### config.mk
export PLATFORM = sky130hd
export DESIGN_NAME = clock_mode_controller
export DESIGN_NICKNAME = d
export VERILOG_FILES = /design/src/rtl/clock_ctrl_pkg.sv /design/src/rtl/switch_debouncer.sv /design/src/rtl/clock_mode_controller.sv
export SDC_FILE = /design/constraint.sdc
export NUM_CORES = 1
export LEC_CHECK = 0
export ABC_CLOCK_PERIOD_IN_PS = 3200
export CAP_MARGIN = 0
export CORE_ASPECT_RATIO = 1.5
export CORE_MARGIN = 2
export CORE_UTILIZATION = 35
export CTS_BUF_LIST = sky130_fd_sc_hd__clkbuf_4
export DETAILED_ROUTE_END_ITERATION = 7
export HOLD_SLACK_MARGIN = 0.03
export MAX_ROUTING_LAYER = met4
export RECOVER_POWER = 25
export SLEW_MARGIN = 15
export SYNTH_ARGS = -nofsm -noshare
export SYNTH_HDL_FRONTEND = slang
export SYNTH_SLANG_ARGS = --single-unit
### constraint.sdc
create_clock -name i_Clock -period 3.2 [get_ports i_Clock]
set_clock_uncertainty 0.05 [all_clocks]
set_input_delay 0.96 -clock i_Clock [delete_from_list [all_inputs] [get_ports i_Clock]]
set_output_delay 0.96 -clock i_Clock [all_outputs]
set_load 0.05 [all_outputs]
### src/rtl/clock_ctrl_pkg.sv
// Shared controller state type and default timing constants for the clock mode controller.
package clock_ctrl_pkg;

   typedef enum logic [1:0] {IDLE, RESET_SEC, SET_FIELD} ctrl_state_t;

   localparam int DEFAULT_DEBOUNCE_CYCLES = 65536;
   localparam int DEFAULT_REPEAT_DELAY    = 25_000_000;
   localparam int DEFAULT_REPEAT_PERIOD   = 5_000_000;
   localparam int DEFAULT_TIMEOUT_CYCLES  = 500_000_000;

endpackage

### src/rtl/switch_debouncer.sv
// Raw switch -> 2-flop sync -> debounce; level settles 2+DEBOUNCE_CYCLES edges after a raw change,
// rise pulses one cycle alongside the new high level. No backpressure: free-running input.
module switch_debouncer
   import clock_ctrl_pkg::*;
#(
   parameter int DEBOUNCE_CYCLES = DEFAULT_DEBOUNCE_CYCLES
) (
   input  logic i_Clock,
   input  logic i_Reset,
   input  logic switch_raw,
   output logic level,
   output logic rise
);

   localparam int CW = $clog2(DEBOUNCE_CYCLES) + 1;

   logic [1:0]    sync_q;
   logic [CW-1:0] cnt_q;
   logic          level_q;
   logic          rise_q;

   // Any cycle where the synchronized value matches the accepted level restarts the count.
   always_ff @(posedge i_Clock) begin
      if (i_Reset) begin
         sync_q  <= '0;
         cnt_q   <= '0;
         level_q <= 1'b0;
         rise_q  <= 1'b0;
      end else begin
         sync_q <= {sync_q[0], switch_raw};
         rise_q <= 1'b0;
         if (sync_q[1] != level_q) begin
            if (cnt_q == CW'(DEBOUNCE_CYCLES - 1)) begin
               level_q <= sync_q[1];
               rise_q  <= sync_q[1];
               cnt_q   <= '0;
            end else begin
               cnt_q <= cnt_q + CW'(1);
            end
         end else begin
            cnt_q <= '0;
         end
      end
   end

   assign level = level_q;
   assign rise  = rise_q;

endmodule

### src/rtl/clock_mode_controller.sv
// Mode/set switch sequencer for the clock counters and display; outputs are a Moore decode of the
// state register, step is registered one cycle after a set rise. No backpressure: inputs are switches.
module clock_mode_controller
   import clock_ctrl_pkg::*;
#(
   parameter int NUM_FIELDS      = 3,
   parameter int DEBOUNCE_CYCLES = DEFAULT_DEBOUNCE_CYCLES,
   parameter int REPEAT_DELAY    = DEFAULT_REPEAT_DELAY,
   parameter int REPEAT_PERIOD   = DEFAULT_REPEAT_PERIOD,
   parameter int TIMEOUT_CYCLES  = DEFAULT_TIMEOUT_CYCLES
) (
   input  logic                  i_Clock,
   input  logic                  i_Reset,
   input  logic                  i_Switch_Mode,
   input  logic                  i_Switch_Set,
   output logic                  o_Counters_Reset,
   output logic                  o_Counters_Enable_Increment,
   output logic                  o_Counters_Step,
   output logic [NUM_FIELDS-1:0] o_Counters_Enable_Count,
   output logic [NUM_FIELDS-1:0] o_Display_Select,
   output logic                  o_Display_Enable_Dot
);

   localparam int KW      = $clog2(NUM_FIELDS);
   localparam int RPT_MAX = (REPEAT_DELAY > REPEAT_PERIOD) ? REPEAT_DELAY : REPEAT_PERIOD;
   localparam int RW      = $clog2(RPT_MAX) + 1;
   localparam int TW      = $clog2(TIMEOUT_CYCLES) + 1;

   logic mode_level, mode_rise;
   logic set_level, set_rise;

   ctrl_state_t             state_q, state_d;
   logic [KW-1:0]           field_q, field_d;
   logic [NUM_FIELDS-1:0]   field_onehot;
   logic [TW-1:0]           tmo_cnt_q;
   logic [RW-1:0]           rep_cnt_q;
   logic                    rep_active_q;
   logic                    step_q;
   logic                    in_set;
   logic                    timeout;

   switch_debouncer #(.DEBOUNCE_CYCLES(DEBOUNCE_CYCLES)) u_mode_db (
      .i_Clock    (i_Clock),
      .i_Reset    (i_Reset),
      .switch_raw (i_Switch_Mode),
      .level      (mode_level),
      .rise       (mode_rise)
   );

   switch_debouncer #(.DEBOUNCE_CYCLES(DEBOUNCE_CYCLES)) u_set_db (
      .i_Clock    (i_Clock),
      .i_Reset    (i_Reset),
      .switch_raw (i_Switch_Set),
      .level      (set_level),
      .rise       (set_rise)
   );

   assign in_set       = (state_q == SET_FIELD);
   assign field_onehot = NUM_FIELDS'(1) << field_q;
   assign timeout      = (tmo_cnt_q == TW'(TIMEOUT_CYCLES - 1)) && !set_level;

   always_ff @(posedge i_Clock) begin
      if (i_Reset) begin
         state_q <= IDLE;
         field_q <= '0;
      end else begin
         state_q <= state_d;
         field_q <= field_d;
      end
   end

   always_comb begin
      state_d                     = state_q;
      field_d                     = field_q;
      o_Counters_Reset            = 1'b0;
      o_Counters_Enable_Increment = 1'b0;
      o_Counters_Enable_Count     = '0;
      o_Display_Select            = '0;
      o_Display_Enable_Dot        = 1'b0;
      case (state_q)
         IDLE: begin
            o_Counters_Enable_Count = '1;
            o_Display_Enable_Dot    = 1'b1;
            if (mode_rise) state_d = RESET_SEC;
         end
         RESET_SEC: begin
            o_Counters_Reset = 1'b1;
            if (!mode_level) begin
               state_d = SET_FIELD;
               field_d = KW'(1);
            end
         end
         SET_FIELD: begin
            o_Counters_Enable_Increment = 1'b1;
            o_Counters_Enable_Count     = field_onehot;
            o_Display_Select            = field_onehot;
            // A mode press outranks both the timeout and any coincident set press.
            if (mode_rise) begin
               if (field_q == KW'(NUM_FIELDS - 1)) state_d = IDLE;
               else                                field_d = field_q + KW'(1);
            end else if (timeout) begin
               state_d = IDLE;
            end
         end
         default: state_d = IDLE;
      endcase
   end

   // One down-counter serves both the initial hold delay and the repeat period.
   always_ff @(posedge i_Clock) begin
      if (i_Reset) begin
         tmo_cnt_q    <= '0;
         rep_cnt_q    <= '0;
         rep_active_q <= 1'b0;
         step_q       <= 1'b0;
      end else begin
         step_q <= 1'b0;

         if (!in_set || set_level || mode_rise) tmo_cnt_q <= '0;
         else                                   tmo_cnt_q <= tmo_cnt_q + TW'(1);

         if (!in_set || !set_level || mode_rise) begin
            rep_active_q <= 1'b0;
         end else if (set_rise) begin
            step_q       <= 1'b1;
            rep_active_q <= 1'b1;
            rep_cnt_q    <= RW'(REPEAT_DELAY - 1);
         end else if (rep_active_q) begin
            if (rep_cnt_q == '0) begin
               step_q    <= 1'b1;
               rep_cnt_q <= RW'(REPEAT_PERIOD - 1);
            end else begin
               rep_cnt_q <= rep_cnt_q - RW'(1);
            end
         end
      end
   end

   assign o_Counters_Step = step_q;

endmodule

== Word level (Yosys, flattened, before mapping) ==
Index checks and enable logic that the tools add are counted.

* Bitwise gates (word level): 5
* Equality and inequality tests: 14
* Multiplexer cells: 21
* Add/subtract/negate cells: 5
* Shift-type cells: 1
* Reduce and logical (&&, ||, !) cells: 22

{| class="wikitable"
|+ Operators by type and width
! cell !! number
|-
| 2-to-1 mux 26 bit || 3
|-
| adder 17 x 1 -> 17 bit (second input constant) || 2
|-
| equality test 17 x 16 -> 1 bit (second input constant) || 2
|-
| adder 30 x 1 -> 30 bit (second input constant) || 1
|-
| equality test 30 x 29 -> 1 bit (second input constant) || 1
|-
| logical NOT 26 bit || 1
|-
| subtractor 26 x 1 -> 26 bit (second input constant) || 1
|-
| 2-to-1 mux 2 bit || 8
|-
| OR reduction 3 bit || 4
|-
| AND reduction 4 bit || 2
|-
| 2-to-1 mux 1 bit || 6
|-
| one-hot mux 2 bit (3 select lines) || 1
|-
| one-hot mux 3 bit (2 select lines) || 1
|-
| AND reduction 2 bit || 3
|-
| inverter 1 bit || 5
|-
| equality test 2 bit (second input constant) || 2
|-
| logical OR 1 bit || 4
|-
| inequality test 2 x 1 -> 1 bit (second input constant) || 2
|-
| inequality test 2 bit (second input constant) || 2
|-
| one-hot mux 2 bit (2 select lines) || 1
|-
| nonzero test 2 bit || 2
|-
| OR reduction 2 bit || 2
|-
| 2-to-1 mux 3 bit || 1
|-
| inequality test 3 x 1 -> 1 bit (second input constant) || 1
|-
| 8 further kinds || 10
|}

* Output and inout port bits: 10
* Word-level logic and storage cells: 82
* Input port bits: 4
* Register bits after elaboration: 104

== Longest topological paths before layout ==
Gate-level depths: netlist (run 1).

* Word-level depth: 6
* Depth in mapped cells: 9
* Mapped depth without buffers: 7

== Cells and area by module ==
A second synthesis (run 1) with hierarchy kept.

* Cells, all modules: 569
* Area, all modules: 4967.3 um^2

{| class="wikitable"
|+ By module, submodules not included
! module !! sequential area each (um^2) !! instances !! area each (um^2) !! cells each
|-
| clock_mode_controller || 1241.2 || 1 || 3130.5 || 377
|-
| switch_debouncer || 420.4 || 2 || 918.4 || 96
|}

== Worst setup path before layout (run 1) ==
Ideal clock, no wire load.

* Path kind: register to output
* Start: register state_q[0]
* End: output port o_Display_Select[0]
* Arrival time: 1785 ps
* Slack: 405 ps
* Data required time: 2190 ps
* Stages on the path, launching flop included: 4
* Path buffers: 1
* Cell sequence: dfxtp_1 clkbuf_1 nor2b_1 and2_1

* Longest elaborated chain between the ends: 2

{| class="wikitable"
|+ RTL lines
! element !! line !! RTL
|-
| start: declaration || clock_mode_controller.sv:32 || <nowiki>ctrl_state_t state_q, state_d;</nowiki>
|-
| start signal: assignment || clock_mode_controller.sv:67 || <nowiki>state_q <= state_d;</nowiki>
|-
| equality test 2 bit || clock_mode_controller.sv:80 || <nowiki>case (state_q)</nowiki>
|-
| 2-to-1 mux 3 bit || clock_mode_controller.sv:80 ||
|-
| end: declaration || clock_mode_controller.sv:20 || <nowiki>output logic [NUM_FIELDS-1:0] o_Display_Select,</nowiki>
|}

Every way passes these cells.

== Worst setup path in the final report (run 1) ==
* Start: register field_q[1]
* End: output port o_Counters_Enable_Count[1]

* Longest elaborated chain between the ends: 2

{| class="wikitable"
|+ RTL lines
! element !! line !! RTL
|-
| start: declaration || clock_mode_controller.sv:33 || <nowiki>logic [KW-1:0] field_q, field_d;</nowiki>
|-
| start signal: assignment || clock_mode_controller.sv:68 || <nowiki>field_q <= field_d;</nowiki>
|-
| left shift 1 x 2 -> 3 bit || clock_mode_controller.sv:59 || <nowiki>assign field_onehot = NUM_FIELDS'(1) << field_q;</nowiki>
|-
| one-hot mux 3 bit (2 select lines) || clock_mode_controller.sv:80 ||
|-
| end: declaration || clock_mode_controller.sv:19 || <nowiki>output logic [NUM_FIELDS-1:0] o_Counters_Enable_Count,</nowiki>
|}

Every way passes these cells.

==> results.json, run 1 <==
{
  "status": "finished clean",
  "first_global_vias": 3681,
  "hold_class": "reg2reg",
  "initial_core_util_pct": 35.74,
  "p_comb_share_pct": 1.1,
  "holdBufCountCts": 0,
  "multi_input_area_mm2": 0.002524,
  "synth_xor_area_share_pct": 8.595,
  "cp.required_ps": 2190,
  "post-route-drc-count": 0,
  "cts_tree": "done",
  "endpoint_kind": "output pin",
  "drt-total-wl_um": 9770,
  "fin_crit_sh_pct": 95.98,
  "ys_types": 55,
  "htreeDepth": 3,
  "cts_setup_buffers": 0,
  "cts_sinks": 104,
  "grt_use_total_pct": 14.54,
  "synth_top_cell_by_area": "dfxtp_1",
  "ys_warn_count": 0,
  "synth-edff-count": 0,
  "dieArea_mm2": 0.01466,
  "grt_max_degree": 23,
  "period_minus_slack_ps": 3071,
  "switching_share_pct": 23.34,
  "p_int_uw": 1553,
  "fill_cells": 1392,
  "power.total_uw": 2026,
  "netSwitchingPower_uw": 472.8,
  "cts_buffer_depth": 2,
  "rsz0062_at_grt": "no",
  "syn_area_per_cell_um2": 8.477,
  "synth-compound-area-share_pct": 12.25,
  "syn2layout_area_growth_pct": 8.804,
  "crit_fanout": 3,
  "numCtsBuffers": 9,
  "synth_top_family_by_area": "simple AND/OR/NAND/NOR gates",
  "post-route-util_pct": 38.88,
  "yosys.area_share.simple_pct": 28.63,
  "drive_above_1_share_pct": 5.401,
  "cts_root_buf": "clkbuf_4",
  "fmax_mhz": 325.6,
  "yosysSeqAreaShare_pct": 43.47,
  "dp_hpwl_um": 6948,
  "syn_nets": 578,
  "die_x_um": 99.52,
  "yosysMostFrequentCell": "dfxtp_1",
  "seqPwrFrac_pct": 64.2,
  "finalHoldViolCount": 0,
  "fin_setup_tns_ps": 0,
  "maxCapViolations": 0,
  "relSlewSlack_pct": 29.94,
  "clkLatencyLatePin_ps": 470,
  "syn_inst": 565,
  "placed_area_mm2": 0.005074,
  "fin_nets": 582,
  "vias": 3921,
  "coreArea_mm2": 0.01340,
  "arrival_ps": 2060,
  "rows": 52,
  "first_pass_iters": 4,
  "ys_async_sr_fraction_pct": 0,
  "drt_iter0_drc": 168,
  "p_leak_uw": 0.001716,
  "p_per_area_mw_per_mm2": 388.7,
  "portBuffers": 13,
  "synth.area.mux_share_pct": 0.8621,
  "yosys.area_share.adder_pct": 2.351,
  "overflow": 0,
  "antenna_found_initial": 1,
  "viasPerCell": 5.320,
  "final_area_mm2": 0.005211,
  "clk_transition_reported_paths_ps": 180,
  "synth_ff_type": "dfxtp_1",
  "p_clk_share_pct": 34.6,
  "synthesis.area_mm2": 0.004790,
  "synth_top_area_share_pct": 43.47,
  "synthTopCellsByCount": "dfxtp_1, nor2_1, nand2_1",
  "die_height_um": 147.3,
  "synth.ff_latch_count": 104,
  "io_pins": 14,
  "worst_pin_slew_ps": 1051,
  "wl_per_cell_um": 13.26,
  "finalMaxSlewViolations": 0,
  "worst_setup_path_start_kind": "flip-flop",
  "vdd_drop_max_uv": 285.9,
  "crit_type": "reg2out",
  "register_area_mm2": 0.002082,
  "setup_viol": 0,
  "ant_nets": 0,
  "synthTopCellsByArea": "dfxtp_1, nor2_1, xnor2_1",
  "gp_congestion": 0.8275,
  "grt_pass1_wl_um": 17150
}
[final cells by class]
| cell class | count | area share [%] |
|---|---|---|
| antenna | 1 | 0.04802 |
| multi-input combinational | 413 | 48.43 |
| tap | 162 | 3.890 |
| sequential | 104 | 39.95 |
| clock buffer | 9 | 1.297 |
| inverter | 20 | 1.441 |
| timing repair buffer | 21 | 3.481 |
| clock inverter | 7 | 1.465 |
[flip-flops by register name, summed over array words and instances (netlist names)]
register and flops:
u_mode_db.sync_q 2, rep_cnt_q 26, u_set_db.level 1, state_q 2, u_mode_db.rise 1, tmo_cnt_q 30
u_set_db.cnt_q 17, rep_active_q 1, field_q 2, u_set_db.rise 1, o_Counters_Step 1, u_mode_db.cnt_q 17
u_set_db.sync_q 2, u_mode_db.level 1
[worst max-delay path: stages, from the launching register on]
cell	delay, ps
dfxtp_1	370
inv_1	80
ha_1	150
inv_1	40
a21oi_1	130
clkdlybuf4s50_1	820
[repair_timing]
action / CTS / global route
endpoints found under the hold margin: 0 / 0
setup endpoints to repair: 3 / 4
resized for setup: 3 / 4
[stage by stage]
step                hold WS, ps  worst slack [ps]  cells
floorplan                 363.8             405.1    565
global placement          370.1             556.0    720
detailed placement        380.6             500.9    720
CTS                       412.3             3.564    736
global route              425.6             12.96    737
finish                    405.5             128.6    737
[kinds of logic (layout without fill, tap and decap cells)]
| group | count (synthesis) | count (layout) |
|---|---|---|
| AO/OA/AOI/OAI | 92 | 92 |
| XOR/XNOR | 47 | 47 |
| adder cells (fa/ha/maj) | 9 | 9 |
| buffers and inverters | 48 | 57 |
| flip-flops | 104 | 104 |
| multiplexers | 4 | 4 |
| other | 0 | 1 |
| AND/OR/NAND/NOR | 261 | 261 |
[cells in the final DEF (no fill, tap or decap), drive strengths merged, types with 4 or more instances in the layout]
master         instances
or3                   17
dlymetal6s2s           4
nand4b                 4
and3                  14
a22oi                  4
nor4                  15
nor2                  82
o21ai                 21
nand3                 21
nand2                 36
nor2b                  8
xnor2                 27
inv                   22
clkdlybuf4s50          5
nand2b                 4
a311oi                 4
a21oi                 34
or4                    5
clkbuf                13
ha                     9
dfxtp                104
xor2                  20
and2                   4
and4                   7
buf                    4
a31oi                  4
nor3                  24
nand4                 11
nor3b                  4
[power groups by stage]
stage	registers, uW	logic (uW)	clock network (uW)
6_report	1300	23.1	702
5_1_grt	1300	25.8	771
4_1_cts	1300	24.2	728
3_5_place_dp	1330	24.1	0
3_3_place_gp	1330	23.7	0
2_1_floorplan	1330	15.0	0
[final timing paths]
check                                  start                         end  slack [ps]  depth (start not counted)
worst min register to register  tmo_cnt_q[0]                tmo_cnt_q[0]         410                          1
worst min-delay path            tmo_cnt_q[0]                tmo_cnt_q[0]         410                          1
worst max-delay path              field_q[1]  o_Counters_Enable_Count[1]         130                          5
worst max register to register  rep_cnt_q[0]               rep_cnt_q[11]         510                          7
[layer usage]
metal / vias up / GRT usage, % / routed length [um]
li1: 2004 / - / -
met1: 1851 / 16.15 / 4187
met2: 53 / 25.71 / 5192
met3: 13 / 2.521 / 243
met4: 0 / 5.479 / 146
met5: - / - / 0
No activity file was read; power rests on OpenSTA's default activity.
==> inputs of run 2 (changes only) <==
--- a/config.mk
+++ b/config.mk
@@ -7,13 +7,13 @@
 export LEC_CHECK = 0
 export ABC_CLOCK_PERIOD_IN_PS = 3200
 export CAP_MARGIN = 0
-export CORE_ASPECT_RATIO = 1.5
 export CORE_MARGIN = 2
 export CORE_UTILIZATION = 35
 export CTS_BUF_LIST = sky130_fd_sc_hd__clkbuf_4
 export DETAILED_ROUTE_END_ITERATION = 7
 export HOLD_SLACK_MARGIN = 0.03
 export MAX_ROUTING_LAYER = met4
+export PLACE_DENSITY = 0.57
 export RECOVER_POWER = 25
 export SLEW_MARGIN = 15
 export SYNTH_ARGS = -nofsm -noshare
==> results.json, run 2 (synthesis results as in run 1) <==
{
  "final_cell_mix": "dfxtp_1, nor2_1, nand2_1",
  "portBuffers": 13,
  "setup_ws_ps": 153.7,
  "dieArea_mm2": 0.01464,
  "period_minus_slack_ps": 3046,
  "antenna_found_initial": 1,
  "power.total_uw": 2083,
  "coreArea_mm2": 0.01330,
  "fill_cells": 1342,
  "r2r-start": "rep_cnt_q[0]",
  "vdd_drop_max_uv": 225.8,
  "gp_congestion": 0.8206,
  "cp.required_ps": 2190,
  "clkLatencyLatePin_ps": 470,
  "post-route-drc-count": 0,
  "finalHoldViolCount": 0,
  "rows": 42,
  "worst_setup_path_start_kind": "flip-flop",
  "cts_root_buf": "clkbuf_4",
  "dr.max_layer_used": "met4",
  "finalMaxSlewViolations": 0,
  "hold_class": "reg2reg",
  "syn2layout_area_growth_pct": 9.640,
  "fin_setup_tns_ps": 0,
  "post-route-util_pct": 39.50,
  "placed_area_mm2": 0.005099,
  "drt_iter0_drc": 243,
  "setup_viol": 0,
  "grt_max_degree": 21,
  "rsz0062_at_grt": "no",
  "place_ws_ps": 521.1,
  "initial_core_util_pct": 36.02,
  "clk_transition_reported_paths_ps": 150,
  "htreeDepth": 3,
  "grt_use_total_pct": 14.43,
  "wl_met1_um": 4771,
  "overflow": 0,
  "arrival_ps": 2040,
  "fmax_mhz": 328.3,
  "holdBufCountCts": 0,
  "wl_met3_um": 312,
  "vias": 3898,
  "final_area_mm2": 0.005251,
  "cts_buffer_depth": 2,
  "endpoint_kind": "output pin",
  "reg_top3": "tmo_cnt_q: 30 flops, rep_cnt_q: 26 flops",
  "viasPerCell": 5.184,
  "cp-startpoint": "state_q[0]",
  "status": "finished clean",
  "p_per_area_mw_per_mm2": 396.7,
  "grt_pass1_wl_um": 16790,
  "cts_sinks": 104,
  "crit_fanout": 8,
  "holdCritStartpoint": "u_set_db.sync_q[0]",
  "largest_reg_flops": 30,
  "cts_tree": "done",
  "drive_above_1_share_pct": 5.565,
  "worst_pin_slew_ps": 1095,
  "relSlewSlack_pct": 27.01,
  "p_leak_uw": 0.001707,
  "largest-register": "tmo_cnt_q",
  "die_height_um": 121.0,
  "dp_hpwl_um": 6678,
  "io_pins": 14,
  "numCtsBuffers": 9,
  "final_common_cell": "dfxtp_1",
  "fin_nets": 583,
  "drt-total-wl_um": 9806,
  "first_global_vias": 3650,
  "wl_per_cell_um": 13.04,
  "die_x_um": 121.0,
  "met2_wirelength_um": 4533,
  "fin_crit_sh_pct": 95.20,
  "maxCapViolations": 0,
  "first_pass_iters": 4,
  "crit_type": "reg2out",
  "ant_nets": 0
}
## run 2: layout make-up
type / instances / area [um^2] / share of cell area, %
repair buffers: 22 / 188.9 / 3.598
clock buffers: 10 / 75.07 / 1.430
well taps: 176 / 220.2 / 4.193
inverters: 20 / 75.07 / 1.430
clock inverters: 6 / 83.83 / 1.596
flip-flops and latches: 104 / 2082 / 39.65
diodes: 1 / 2.502 / 0.04765
multi-input cells: 413 / 2524 / 48.06
## run 2: per-stage QoR
step | instances | hold slack, ps
3_5_place_dp | 735 | 373.9
2_1_floorplan | 565 | 363.8
6_report | 752 | 403.8
3_3_place_gp | 735 | 370.7
4_1_cts | 751 | 407.3
5_1_grt | 752 | 426.9
## run 2: report_power, final
part	internal, uW	switching (uW)
sequential	1300	1.57
combinational	7.82	15.0
clock	322	438
## run 2: final timing paths
kind,endpoint,slack [ps],depth (start not counted)
setup reg to reg,rep_cnt_q[11],520,7
hold reg to reg,u_set_db.sync_q[1],400,1
hold / removal,u_set_db.sync_q[1],400,1
setup / recovery,o_Counters_Reset,150,2
## run 2: timing repair
item                                    CTS  global route
setup buffers                             0             0
endpoints found under the setup margin    3             4
gates resized for setup                   3             4
endpoints found under the hold margin     0             0
pin swaps                                 0             0
## run 2: per-layer routing
layer,global-route usage [%],vias up
li1,-,2005
met1,18.11,1820
met2,22.65,60
met3,2.632,13
met4,6.541,0
met5,-,-
## run 2: worst max-delay path, stage by stage, from the launching register on
cell and delay [ps]:
dfxtp_1 490, nor2b_1 220, clkdlybuf4s50_1 860
==> inputs of run 3 (changes only) <==
--- a/config.mk
+++ b/config.mk
@@ -8,12 +8,12 @@
 export ABC_CLOCK_PERIOD_IN_PS = 3200
 export CAP_MARGIN = 0
 export CORE_MARGIN = 2
-export CORE_UTILIZATION = 35
+export CORE_UTILIZATION = 64
 export CTS_BUF_LIST = sky130_fd_sc_hd__clkbuf_4
 export DETAILED_ROUTE_END_ITERATION = 7
 export HOLD_SLACK_MARGIN = 0.03
 export MAX_ROUTING_LAYER = met4
-export PLACE_DENSITY = 0.57
+export PLACE_DENSITY = 0.89
 export RECOVER_POWER = 25
 export SLEW_MARGIN = 15
 export SYNTH_ARGS = -nofsm -noshare
==> results.json, run 3 (synthesis results as in run 1) <==
{
  "setup_viol": 0,
  "numCtsBuffers": 9,
  "grt_pass1_wl_um": 16330,
  "drt-total-wl_um": 9451,
  "endpoint_kind": "output pin",
  "final_cell_mix": "dfxtp_1, nor2_1, nand2_1",
  "viasPerCell": 5.987,
  "r2r-end": "rep_cnt_q[19]",
  "rows": 31,
  "vias": 4023,
  "first_pass_iters": 5,
  "status": "finished clean",
  "dp_hpwl_um": 6500,
  "initial_core_util_pct": 66.03,
  "worst_setup_path_start_kind": "flip-flop",
  "drive_above_1_share_pct": 5.759,
  "final_common_cell": "dfxtp_1",
  "holdCritStartpoint": "tmo_cnt_q[0]",
  "fin_cells": 672,
  "clkLatencyLatePin_ps": 460,
  "wl_per_cell_um": 14.06,
  "finalHoldViolCount": 0,
  "met2_wirelength_um": 4587,
  "relSlewSlack_pct": 32.06,
  "cts_buffer_depth": 2,
  "fin_crit_sh_pct": 96.52,
  "antennaDiodeCount": 0,
  "dr.max_layer_used": "met4",
  "hold_depth": 1,
  "fmax_mhz": 323.8,
  "fin_setup_tns_ps": 0,
  "grt_use_total_pct": 24.40,
  "fin_nets": 581,
  "overflow": 0,
  "syn2layout_area_growth_pct": 7.184,
  "reg_top3": "tmo_cnt_q: 30 flops, rep_cnt_q: 26 flops",
  "cp.required_ps": 2190,
  "rsz0062_at_grt": "no",
  "die_x_um": 90.51,
  "largest_reg_flops": 30,
  "worst_pin_slew_ps": 1019,
  "vdd_drop_max_uv": 362.8,
  "portBuffers": 13,
  "grt_max_degree": 21,
  "reg2reg_depth": 7,
  "gp_congestion": 0.8894,
  "first_global_vias": 3764,
  "antenna_found_initial": 0,
  "maxCapViolations": 0,
  "coreArea_mm2": 0.007253,
  "dieArea_mm2": 0.008192,
  "io_pins": 14,
  "clk_transition_reported_paths_ps": 150,
  "hold_class": "reg2reg",
  "r2r-start": "rep_cnt_q[0]",
  "period_minus_slack_ps": 3089,
  "r2r_slack_ps": 460,
  "largest-register": "tmo_cnt_q",
  "cp-startpoint": "field_q[0]",
  "cts_root_buf": "clkbuf_4",
  "power.total_uw": 2014,
  "cts_setup_buffers": 0,
  "wl_met1_um": 4385,
  "cts_tree": "done",
  "arrival_ps": 2080,
  "htreeDepth": 3,
  "ant_nets": 0,
  "dp.cells": 656,
  "die_height_um": 90.51,
  "cts_sinks": 104,
  "p_per_area_mw_per_mm2": 392.4,
  "finalMaxSlewViolations": 0,
  "hold_end": "tmo_cnt_q[0]",
  "drt_iter0_drc": 206,
  "p_leak_uw": 0.001728,
  "post-route-drc-count": 0,
  "crit_type": "reg2out",
  "wl_met3_um": 413,
  "crit_fanout": 4
}
run 3: changes by cell type in the layout (fill, tap and decap cells not counted), sizes merged:
cell,before,now
clkbuf,14,11
diode,1,0
clkinvlp,2,0
bufinv,2,1
clkinv,3,5
inv,19,21
run 3: final cells by class:
| class | count | area [um^2] |
|---|---|---|
| Multi-Input combinational cell | 413 | 2524 |
| Fill cell | 560 | 2120 |
| Sequential cell | 104 | 2082 |
| Timing Repair Buffer | 20 | 181.4 |
| Tap cell | 99 | 123.9 |
| Clock inverter | 7 | 80.08 |
| Inverter | 20 | 75.07 |
| Clock buffer | 9 | 67.56 |
run 3: report_power, final:
| part | internal, uW | total (uW) | switching, uW | leakage [uW] |
|---|---|---|---|---|
| sequential | 1300 | 1300 | 1.69 | 0.000838 |
| combinational | 7.63 | 21.9 | 14.3 | 0.000806 |
| clock | 250 | 692 | 442 | 0.0000837 |
run 3: per-stage QoR:
step	setup slack, ps	hold WS [ps]	utilization (%)	cell area [um^2]
after global routing	8.481	417.3	70.78	5134
after detailed placement	405.5	377.6	68.76	4987
after global placement	467.1	371.5	68.76	4987
final	111.3	405.7	70.78	5134
after floorplan	405.1	363.8	-	4790
after CTS	11.08	409.7	70.74	5131
run 3: routing by layer:
metal | vias up | track usage [%]
met5 | - | -
met4 | 0 | 8.077
met3 | 5 | 6.177
met2 | 106 | 40.55
met1 | 1908 | 29.00
li1 | 2004 | -
run 3: worst max-delay path by stage:
stage / to / slack [ps] / cells past startpoint
CTS: o_Counters_Enable_Count[0] / 10 / 5
finish: o_Counters_Enable_Count[2] / 110 / 5
floorplan: o_Display_Select[0] / 410 / 3
detailed placement: rep_cnt_q[21] / 410 / 4
global placement: rep_cnt_q[21] / 470 / 4
global route: o_Counters_Enable_Count[2] / 8 / 5
run 3: critical path, cell delays in order, from the launching register on:
cell,delay [ps]
dfxtp_1,380
inv_1,100
ha_1,160
inv_1,50
a21oi_1,130
clkdlybuf4s50_1,810
run 3: timing repair:
item | in CTS | in global routing
resized for setup | 3 | 4
setup endpoints to repair | 3 | 4
pin swaps | 0 | 0
hold buffers | 0 | 0
